`src/rtl/pll_reset_seq.sv`:
```
// PLL start-up sequencer: pulses PLL RESETB, waits for a synchronised lock that
// stays stable, then releases the system reset. Retries on lock timeout, latches FAIL.
module pll_reset_seq #(
  parameter int unsigned RST_CYCLES    = 16,
  parameter int unsigned LOCK_TIMEOUT  = 1200,
  parameter int unsigned STABLE_CYCLES = 64,
  parameter int unsigned MAX_RETRY     = 3
) (
  input  logic       clock_in,
  input  logic       resetn,
  input  logic       locked,
  input  logic       restart,
  output logic       pll_resetb,
  output logic       sys_rst_n,
  output logic       ready,
  output logic       error,
  output logic [3:0] retry_count
);

  typedef enum logic [2:0] {
    RESET_PLL = 3'd0,
    WAIT_LOCK = 3'd1,
    STABLE    = 3'd2,
    RUN       = 3'd3,
    FAIL      = 3'd4
  } state_t;

  // Counter holds cycles already spent in the state, so "last" is N-1.
  localparam logic [15:0] RST_LAST    = 16'(RST_CYCLES - 1);
  localparam logic [15:0] TIMEOUT_LAST = 16'(LOCK_TIMEOUT - 1);
  localparam logic [15:0] STABLE_LAST = 16'(STABLE_CYCLES - 1);
  localparam logic [3:0]  RETRY_MAX   = 4'(MAX_RETRY);

  state_t      state_reg, state_next;
  logic [15:0] cnt_reg, cnt_next;
  logic [3:0]  retry_reg, retry_next;
  logic [1:0]  sync_reg;
  logic        lock_s;
  logic        entry;
  logic        pll_resetb_next, sys_rst_n_next, ready_next, error_next;

  // Two-flop synchroniser for the asynchronous PLL lock.
  always_ff @(posedge clock_in or negedge resetn) begin
    if (!resetn) begin
      sync_reg <= 2'b00;
    end else begin
      sync_reg <= {sync_reg[0], locked};
    end
  end

  assign lock_s = sync_reg[1];

  // State register; outputs are registered from their next values.
  always_ff @(posedge clock_in or negedge resetn) begin
    if (!resetn) begin
      state_reg   <= RESET_PLL;
      cnt_reg     <= 16'd0;
      retry_reg   <= 4'd0;
      pll_resetb  <= 1'b0;
      sys_rst_n   <= 1'b0;
      ready       <= 1'b0;
      error       <= 1'b0;
    end else begin
      state_reg   <= state_next;
      cnt_reg     <= cnt_next;
      retry_reg   <= retry_next;
      pll_resetb  <= pll_resetb_next;
      sys_rst_n   <= sys_rst_n_next;
      ready       <= ready_next;
      error       <= error_next;
    end
  end

  assign retry_count = retry_reg;

  // Next-state logic; restart overrides every other transition.
  always_comb begin
    state_next = state_reg;
    retry_next = retry_reg;
    if (restart) begin
      state_next = RESET_PLL;
      retry_next = 4'd0;
    end else begin
      case (state_reg)
        RESET_PLL: begin
          if (cnt_reg >= RST_LAST) begin
            state_next = WAIT_LOCK;
          end
        end
        WAIT_LOCK: begin
          if (lock_s) begin
            state_next = STABLE;
          end else if (cnt_reg >= TIMEOUT_LAST) begin
            if (retry_reg >= RETRY_MAX) begin
              state_next = FAIL;
            end else begin
              state_next = RESET_PLL;
              retry_next = retry_reg + 4'd1;
            end
          end
        end
        STABLE: begin
          if (!lock_s) begin
            state_next = WAIT_LOCK;
          end else if (cnt_reg >= STABLE_LAST) begin
            state_next = RUN;
            retry_next = 4'd0;
          end
        end
        RUN: begin
          if (!lock_s) begin
            state_next = RESET_PLL;
          end
        end
        FAIL: begin
          state_next = FAIL;
        end
        default: begin
          state_next = RESET_PLL;
        end
      endcase
    end
  end

  // Restart into RESET_PLL counts as a fresh entry even when already there.
  assign entry = restart || (state_next != state_reg);

  always_comb begin
    cnt_next = cnt_reg;
    if (entry) begin
      cnt_next = 16'd0;
    end else if (cnt_reg != 16'hFFFF) begin
      cnt_next = cnt_reg + 16'd1;
    end
  end

  // Output decode from the upcoming state so outputs line up with the state register.
  always_comb begin
    pll_resetb_next = 1'b1;
    sys_rst_n_next  = 1'b0;
    ready_next      = 1'b0;
    error_next      = 1'b0;
    case (state_next)
      RESET_PLL: pll_resetb_next = 1'b0;
      RUN: begin
        sys_rst_n_next = 1'b1;
        ready_next     = 1'b1;
      end
      FAIL:      error_next = 1'b1;
      default: begin
        pll_resetb_next = 1'b1;
      end
    endcase
  end

endmodule

```
`config.mk`:
```
export PLATFORM = sky130hd
export DESIGN_NAME = pll_reset_seq
export DESIGN_NICKNAME = d
export VERILOG_FILES = /design/src/rtl/pll_reset_seq.sv
export SDC_FILE = /design/constraint.sdc
export NUM_CORES = 1
export LEC_CHECK = 0
export BUFFER_PORTS_ARGS = -buffer_cell sky130_fd_sc_hd__buf_2
export CAP_MARGIN = 25
export CORE_ASPECT_RATIO = 0.6
export CORE_MARGIN = 10
export CORE_UTILIZATION = 55
export DETAILED_ROUTE_END_ITERATION = 12
export HOLD_SLACK_MARGIN = 0.08
export PLACE_DENSITY_LB_ADDON = 0.3
export SLEW_MARGIN = 10
export SYNTH_ARGS = -nofsm -noshare
export SYNTH_HDL_FRONTEND = slang
export SYNTH_SLANG_ARGS = --single-unit
```
`constraint.sdc`:
```
create_clock -name clock_in -period 4.48 [get_ports clock_in]
set_input_delay 0.224 -clock clock_in [delete_from_list [all_inputs] [get_ports clock_in]]
set_output_delay 0.224 -clock clock_in [all_outputs]
set_load 0.005 [all_outputs]
```
==> qor.csv, run 1 <==
metric,value,unit
outcome,"complete, no violations",
synth-seq-area-share,44.3,%
slew_headroom,60.0,%
yosysUniqueCellTypes,47,
ys_async_sr_fraction,100,%
powerDensity,293,nW/µm²
r2r-end,cnt_reg[9]$_DFFE_PN0P_,
min_period_over_period,59.4,%
yosys.area.top_type,dfrtp_1,
p_leak,0.713,nW
synth_top_area_share,44.3,%
cts_buffers,3,
post_dp_cell_area,1620,µm²
critical_path_class,reg -> reg,
finalSetupViolCount,0,
end_kind,flop,
whs_path_depth,2,
drive_gt1_share,16.0,%
place_inst,195,
nNetsFinal,176,
max_freq,376,MHz
h-tree-depth,1,
port_buffers,11,
fill_cells,211,
grt_pass1_wl,5900,µm
synth-warning-count,0,
rsz0062_at_grt,no,
fin_ws,1.82,ns
arrival,2.84,ns
setup-tns-final,0,ns
final_util,65.0,%
path_clk_slew,0.10,ns
stdcell_count,201,
postLayoutCellArea,1710,µm²
synth_edf_count,0,
grt_antenna_before_repair,0,
drt-total-wl,3600,µm
period_minus_slack,2.66,ns
critPathBufInv,0,
crit_path_start_kind,flop,
design.core.area,2630,µm²
maxSlewViolCount,0,
synthCells,161,
place.gp.congestion,0.937,
grt_pass1_vias,1196,
fin_total_pwr,0.501,mW
reg2reg_slack,1.82,ns
die_y,61.6,µm
num_vias,1325,
synth_seq_cells,28,
placementRows,14,
worstMarginPinSlew,0.600,ns
cp_top_family,simple AND/OR/NAND/NOR gates,
finalHoldViolCount,0,
crit_chain,ha_1 > nand3_1 > or4b_4 > nand4_4 > nand4_2 > a221oi_2,
hold_path_startpoint,restart,
vias_per_cell,6.59,
grt-ovfl-total,0,
grt_usage,13.7,%
dp.final_hpwl,2670,µm
num_io_pins,12,
rr_worst_depth,6,
clkLatencyLatePin,0.28,ns
synth.area.top_cells,"dfrtp_1 44%, a21oi_1 5.1%, nand3_1 3.8%, nor3_1 3.2%, nor2_1 3.1%",
cp_max_fo,16,
layout_common_cells,"28 x dfrtp_1, 16 x a21oi_1, 13 x nor2_1",
wl_per_cell,17.9,µm
die-area,5490,µm²
hold_slack,0.316,ns
drt_pre_antenna_iters,7,
cts_root_buffer,clkbuf_8,
clock-skew-final,0.00801,ns
start_util,60.2,%
timing.rr.start,cnt_reg[0]$_DFFE_PN0P_,
largest_reg_flops,16,
ant_nets,0,
grt_max_degree,29,
die_w,89.3,µm
final_common_cell,dfrtp_1,
syn_nets,167,
synth_top_flop_cell,dfrtp_1,
cp.required,4.66,ns
critPathMaxStageDelay,0.66,ns
cts.sinks,28,
drt_iter0_drc,188,
antenna_cells,0,
pre_cts_ws,1.88,ns
cts_buffer_depth,2,
cts_tree,done,
max-cap-violations,0,
hold_path_class,in -> reg,
area_growth,7.98,%
hold_path_end,error$_DFF_PN0_,
drc,0,
synth_area,1580,µm²
vdd_drop_max,0.202,mV
slowest_stage,or4b_4,
syn_avg_cell_area,9.83,µm²
[per-layer routing]
metal | vias to the layer above | global-route usage [%] | routed length [µm]
met5 | - | 0 | 0
met4 | 0 | 3.60 | 99
met3 | 18 | 3.29 | 258
li1 | 625 | - | -
met2 | 63 | 19.6 | 1390
met1 | 619 | 20.1 | 1850
[logic make-up (layout without fill, tap and decap cells)]
| group | after synthesis | after routing | synth area share (%) |
|---|---|---|---|
| and+or+nand+nor | 66 | 66 | 25.1 |
| muxes | 5 | 5 | 3.32 |
| buffers and inverters | 12 | 20 | 4.51 |
| adders and majority gates | 2 | 2 | 1.58 |
| DFF | 28 | 28 | 44.3 |
| xor gates and xnor gates | 6 | 6 | 3.32 |
| AOI/OAI and AO/OA | 42 | 42 | 17.9 |
[power by group]
| group | switching (mW) | internal [mW] | total (mW) |
|---|---|---|---|
| Combinational | 0.0201 | 0.0155 | 0.0356 |
| Sequential | 0.00694 | 0.260 | 0.267 |
| Clock | 0.0786 | 0.120 | 0.198 |
| Total | 0.106 | 0.395 | 0.501 |
[synthesized netlist by cell type, types with 3 or more instances]
library cell	number
and2_1	3
nor2_1	13
a211oi_1	4
nand2_1	6
o21ai_0	7
a21oi_1	16
xnor2_1	4
mux2i_1	3
dfrtp_1	28
nand3_1	12
nor3_1	10
buf_2	3
a31oi_1	3
inv_1	3
[layout make-up]
class	count	area (µm²)	area share (%)
clock buffer	3	41.3	2.42
clock inverter	1	30.0	1.76
inverter	3	11.3	0.659
multi-input combinational	121	811	47.4
sequential	28	701	41.0
tap	32	40.0	2.34
timing repair buffer	13	75.1	4.39
[worst max path at each step]
stage / start / endpoint / slack (ns) / cells after the start
3_5_place_dp: cnt_reg[0]$_DFFE_PN0P_ / cnt_reg[4]$_DFFE_PN0P_ / 1.88 / 6
5_1_grt: cnt_reg[0]$_DFFE_PN0P_ / cnt_reg[4]$_DFFE_PN0P_ / 1.61 / 6
3_3_place_gp: cnt_reg[0]$_DFFE_PN0P_ / cnt_reg[4]$_DFFE_PN0P_ / 2.00 / 6
4_1_cts: cnt_reg[0]$_DFFE_PN0P_ / cnt_reg[4]$_DFFE_PN0P_ / 1.86 / 6
2_1_floorplan: cnt_reg[0]$_DFFE_PN0P_ / cnt_reg[13]$_DFFE_PN0P_ / 2.53 / 7
6_report: cnt_reg[0]$_DFFE_PN0P_ / cnt_reg[9]$_DFFE_PN0P_ / 1.82 / 6
[timing repair]
action	4_1_cts	5_1_grt
buffers inserted	0	0
endpoints found under the hold margin	29	0
resized for setup	0	0
hold buffers	2	0
Note: power is estimated with default switching activity, not from simulation.
==> run 2: changes to the inputs <==
Settings changed: ABC_AREA set to 1, CORE_UTILIZATION 55 to 53.
Clock period 4.48 ns to 2.4 ns, I/O delays scaled along.
==> qor.csv, run 2 <==
metric,value,unit
critPathBufInv,1,
crit_path_start_kind,flop,
yosysUniqueCellTypes,29,
fin_ws,0.389,ns
synth_top_area_share,41.6,%
min_period_over_period,83.8,%
grt_usage,10.9,%
num_vias,1285,
path_clk_slew,0.09,ns
crit_chain,ha_1 > nand2_2 > nor2_4 > nand3_2 > nand2_1 > nand2_2 > nand2_1 > nand3_1 > nand2_1 > nand3_1 > nand2_1 > inv_2 > nand2_4 > nor2_1,
antenna_cells,0,
drt-total-wl,3170,µm
r2r-end,cnt_reg[10]$_DFFE_PN0P_,
postCtsResizedCells,0,
vdd_drop_max,0.362,mV
worstMarginPinSlew,0.594,ns
fill_cells,266,
max-cap-violations,0,
synth_common_cells,"33 x nand2_1, 28 x dfrtp_1, 25 x inv_1, 25 x nor2_1, 17 x nand3_1",
grt_max_degree,29,
clock-skew-final,0.00619,ns
start_util,57.1,%
arrival,2.16,ns
synthCells,200,
syn_nets,206,
setup-tns-final,0,ns
h-tree-depth,1,
cts_tree,done,
synth_edf_count,0,
crit_cells,14,
synth_seq_cells,28,
slew_headroom,60.4,%
synth_top_flop_cell,dfrtp_1,
placementRows,15,
synth_most_common_cell,nand2_1,
cp.required,2.55,ns
dr_wl_met3,188,µm
synth.area.top_cells,"dfrtp_1 42%, nor2_4 8.7%, nand2_1 7.4%, inv_1 5.6%, nor2_1 5.6%",
postLayoutCellArea,1820,µm²
rr_worst_depth,14,
nNetsFinal,222,
pre_cts_ws,0.378,ns
cp_max_fo,16,
end_kind,flop,
die-area,5900,µm²
critical_path_class,reg -> reg,
timing.rr.start,cnt_reg[0]$_DFFE_PN0P_,
post_dp_cell_area,1760,µm²
die_y,63.7,µm
critPathMaxStageDelay,0.40,ns
design.core.area,2950,µm²
hold_path_class,in -> reg,
clkLatencyLatePin,0.27,ns
synth-warning-count,0,
crit_top_cell,nand2_1,
drt_iter0_drc,73,
cts_hold_buffers,2,
cp_top_family,simple AND/OR/NAND/NOR gates,
ant_nets,0,
rsz0062_at_grt,no,
reg2reg_slack,0.39,ns
finalHoldViolCount,0,
cts.sinks,28,
cts_buffer_depth,2,
slowest_stage,dfrtp_1,
outcome,"complete, no violations",
yosys.area.top_type,dfrtp_1,
top_layer_used,met4,
synth_area,1680,µm²
finalSetupViolCount,0,
die_w,92.7,µm
wl_met2,1370,µm
drt-met1-wl,1580,µm
grt_pass1_wl,5360,µm
syn_avg_cell_area,8.41,µm²
drive_gt1_share,24.8,%
stdcell_count,256,
maxSlewViolCount,0,
place.gp.congestion,0.858,
area_growth,8.40,%
grt_pass1_vias,1167,
grt_antenna_before_repair,0,
dp.final_hpwl,2540,µm
num_io_pins,12,
p_leak,0.894,nW
grt-ovfl-total,0,
cts_buffers,3,
vias_per_cell,5.02,
period_minus_slack,2.01,ns
final_common_cell,nand2_1,
ys_async_sr_fraction,100,%
crit_start,cnt_reg[0]$_DFFE_PN0P_,
cts_root_buffer,clkbuf_8,
port_buffers,11,
largest_reg_flops,16,
place_inst,251,
drc,0,
powerDensity,439,nW/µm²
wl_per_cell,12.4,µm
layout_common_cells,"33 x nand2_1, 28 x dfrtp_1, 25 x inv_1, 25 x nor2_1, 17 x nand3_1",
worstSetupEndpoint,cnt_reg[10]$_DFFE_PN0P_,
drt_pre_antenna_iters,4,
synth-seq-area-share,41.6,%
max_freq,497,MHz
postCtsSetupBuffers,0,
==> run 2: cell count changes in the layout (fill, tap and decap cells not counted), moves of 5 or more <==
cell / delta
nand3_2: +6
nor2_1: +12
nand2_2: +5
nand3_1: +5
nor2_4: +13
inv_1: +22
nor3_1: -7
a21oi_1: -12
inv_2: +6
nand2_1: +27
==> run 2: worst min-delay path by stage <==
stage,from,end,depth (start not counted)
2_1_floorplan,resetn,cnt_reg[0]$_DFFE_PN0P_,0
3_3_place_gp,resetn,cnt_reg[8]$_DFFE_PN0P_,1
5_1_grt,restart,retry_count[1]$_DFFE_PN0P_,4
3_5_place_dp,resetn,cnt_reg[8]$_DFFE_PN0P_,1
6_report,restart,retry_count[1]$_DFFE_PN0P_,4
4_1_cts,restart,retry_count[1]$_DFFE_PN0P_,4
==> run 2: metrics by stage <==
| step | utilization [%] | power (mW) | hold slack, ns |
|---|---|---|---|
| finish | 61.9 | 0.800 | 0.148 |
| global route | 61.9 | 0.840 | 0.175 |
| CTS | 61.9 | 0.811 | 0.142 |
| detailed placement | 59.8 | 0.565 | 0.161 |
| global placement | 59.8 | 0.562 | 0.159 |
| floorplan | - | 0.543 | -0.176 |
==> run 2: logic make-up (layout without fill, tap and decap cells) <==
kind of cell | after synthesis | count (layout) | synth area share, %
compound gates | 16 | 16 | 5.95
xor+xnor | 7 | 7 | 3.64
fa+ha+maj | 2 | 2 | 1.49
buf+inv | 34 | 48 | 8.77
flops | 28 | 28 | 41.6
simple gates | 113 | 113 | 38.5
==> run 2: final cells by class <==
type | count | area, µm² | share of cell area, %
flip-flops and latches | 28 | 701 | 38.4
clock buffers | 3 | 41.3 | 2.26
well taps | 42 | 52.6 | 2.88
multi-input cells | 138 | 835 | 45.7
inverters | 32 | 120 | 6.58
repair buffers | 13 | 75.1 | 4.12
==> run 2: worst min-delay path: stages <==
cell and delay [ns]:
buf_2 0.10, a31oi_1 0.05, nand3_1 0.07, nand2_1 0.05
==> run 2: layer usage <==
| metal | up-vias | track usage [%] |
|---|---|---|
| li1 | 659 | - |
| met1 | 592 | 14.5 |
| met2 | 30 | 16.9 |
| met3 | 4 | 3.43 |
| met4 | 0 | 2.30 |
| met5 | - | 0 |
==> run 2: power breakdown <==
part / internal, mW / switching [mW] / total, mW / leakage, nW
clock network: 0.113 / 0.132 / 0.244 / 0.0216
logic: 0.0230 / 0.0422 / 0.0653 / 0.491
registers: 0.481 / 0.00960 / 0.491 / 0.381
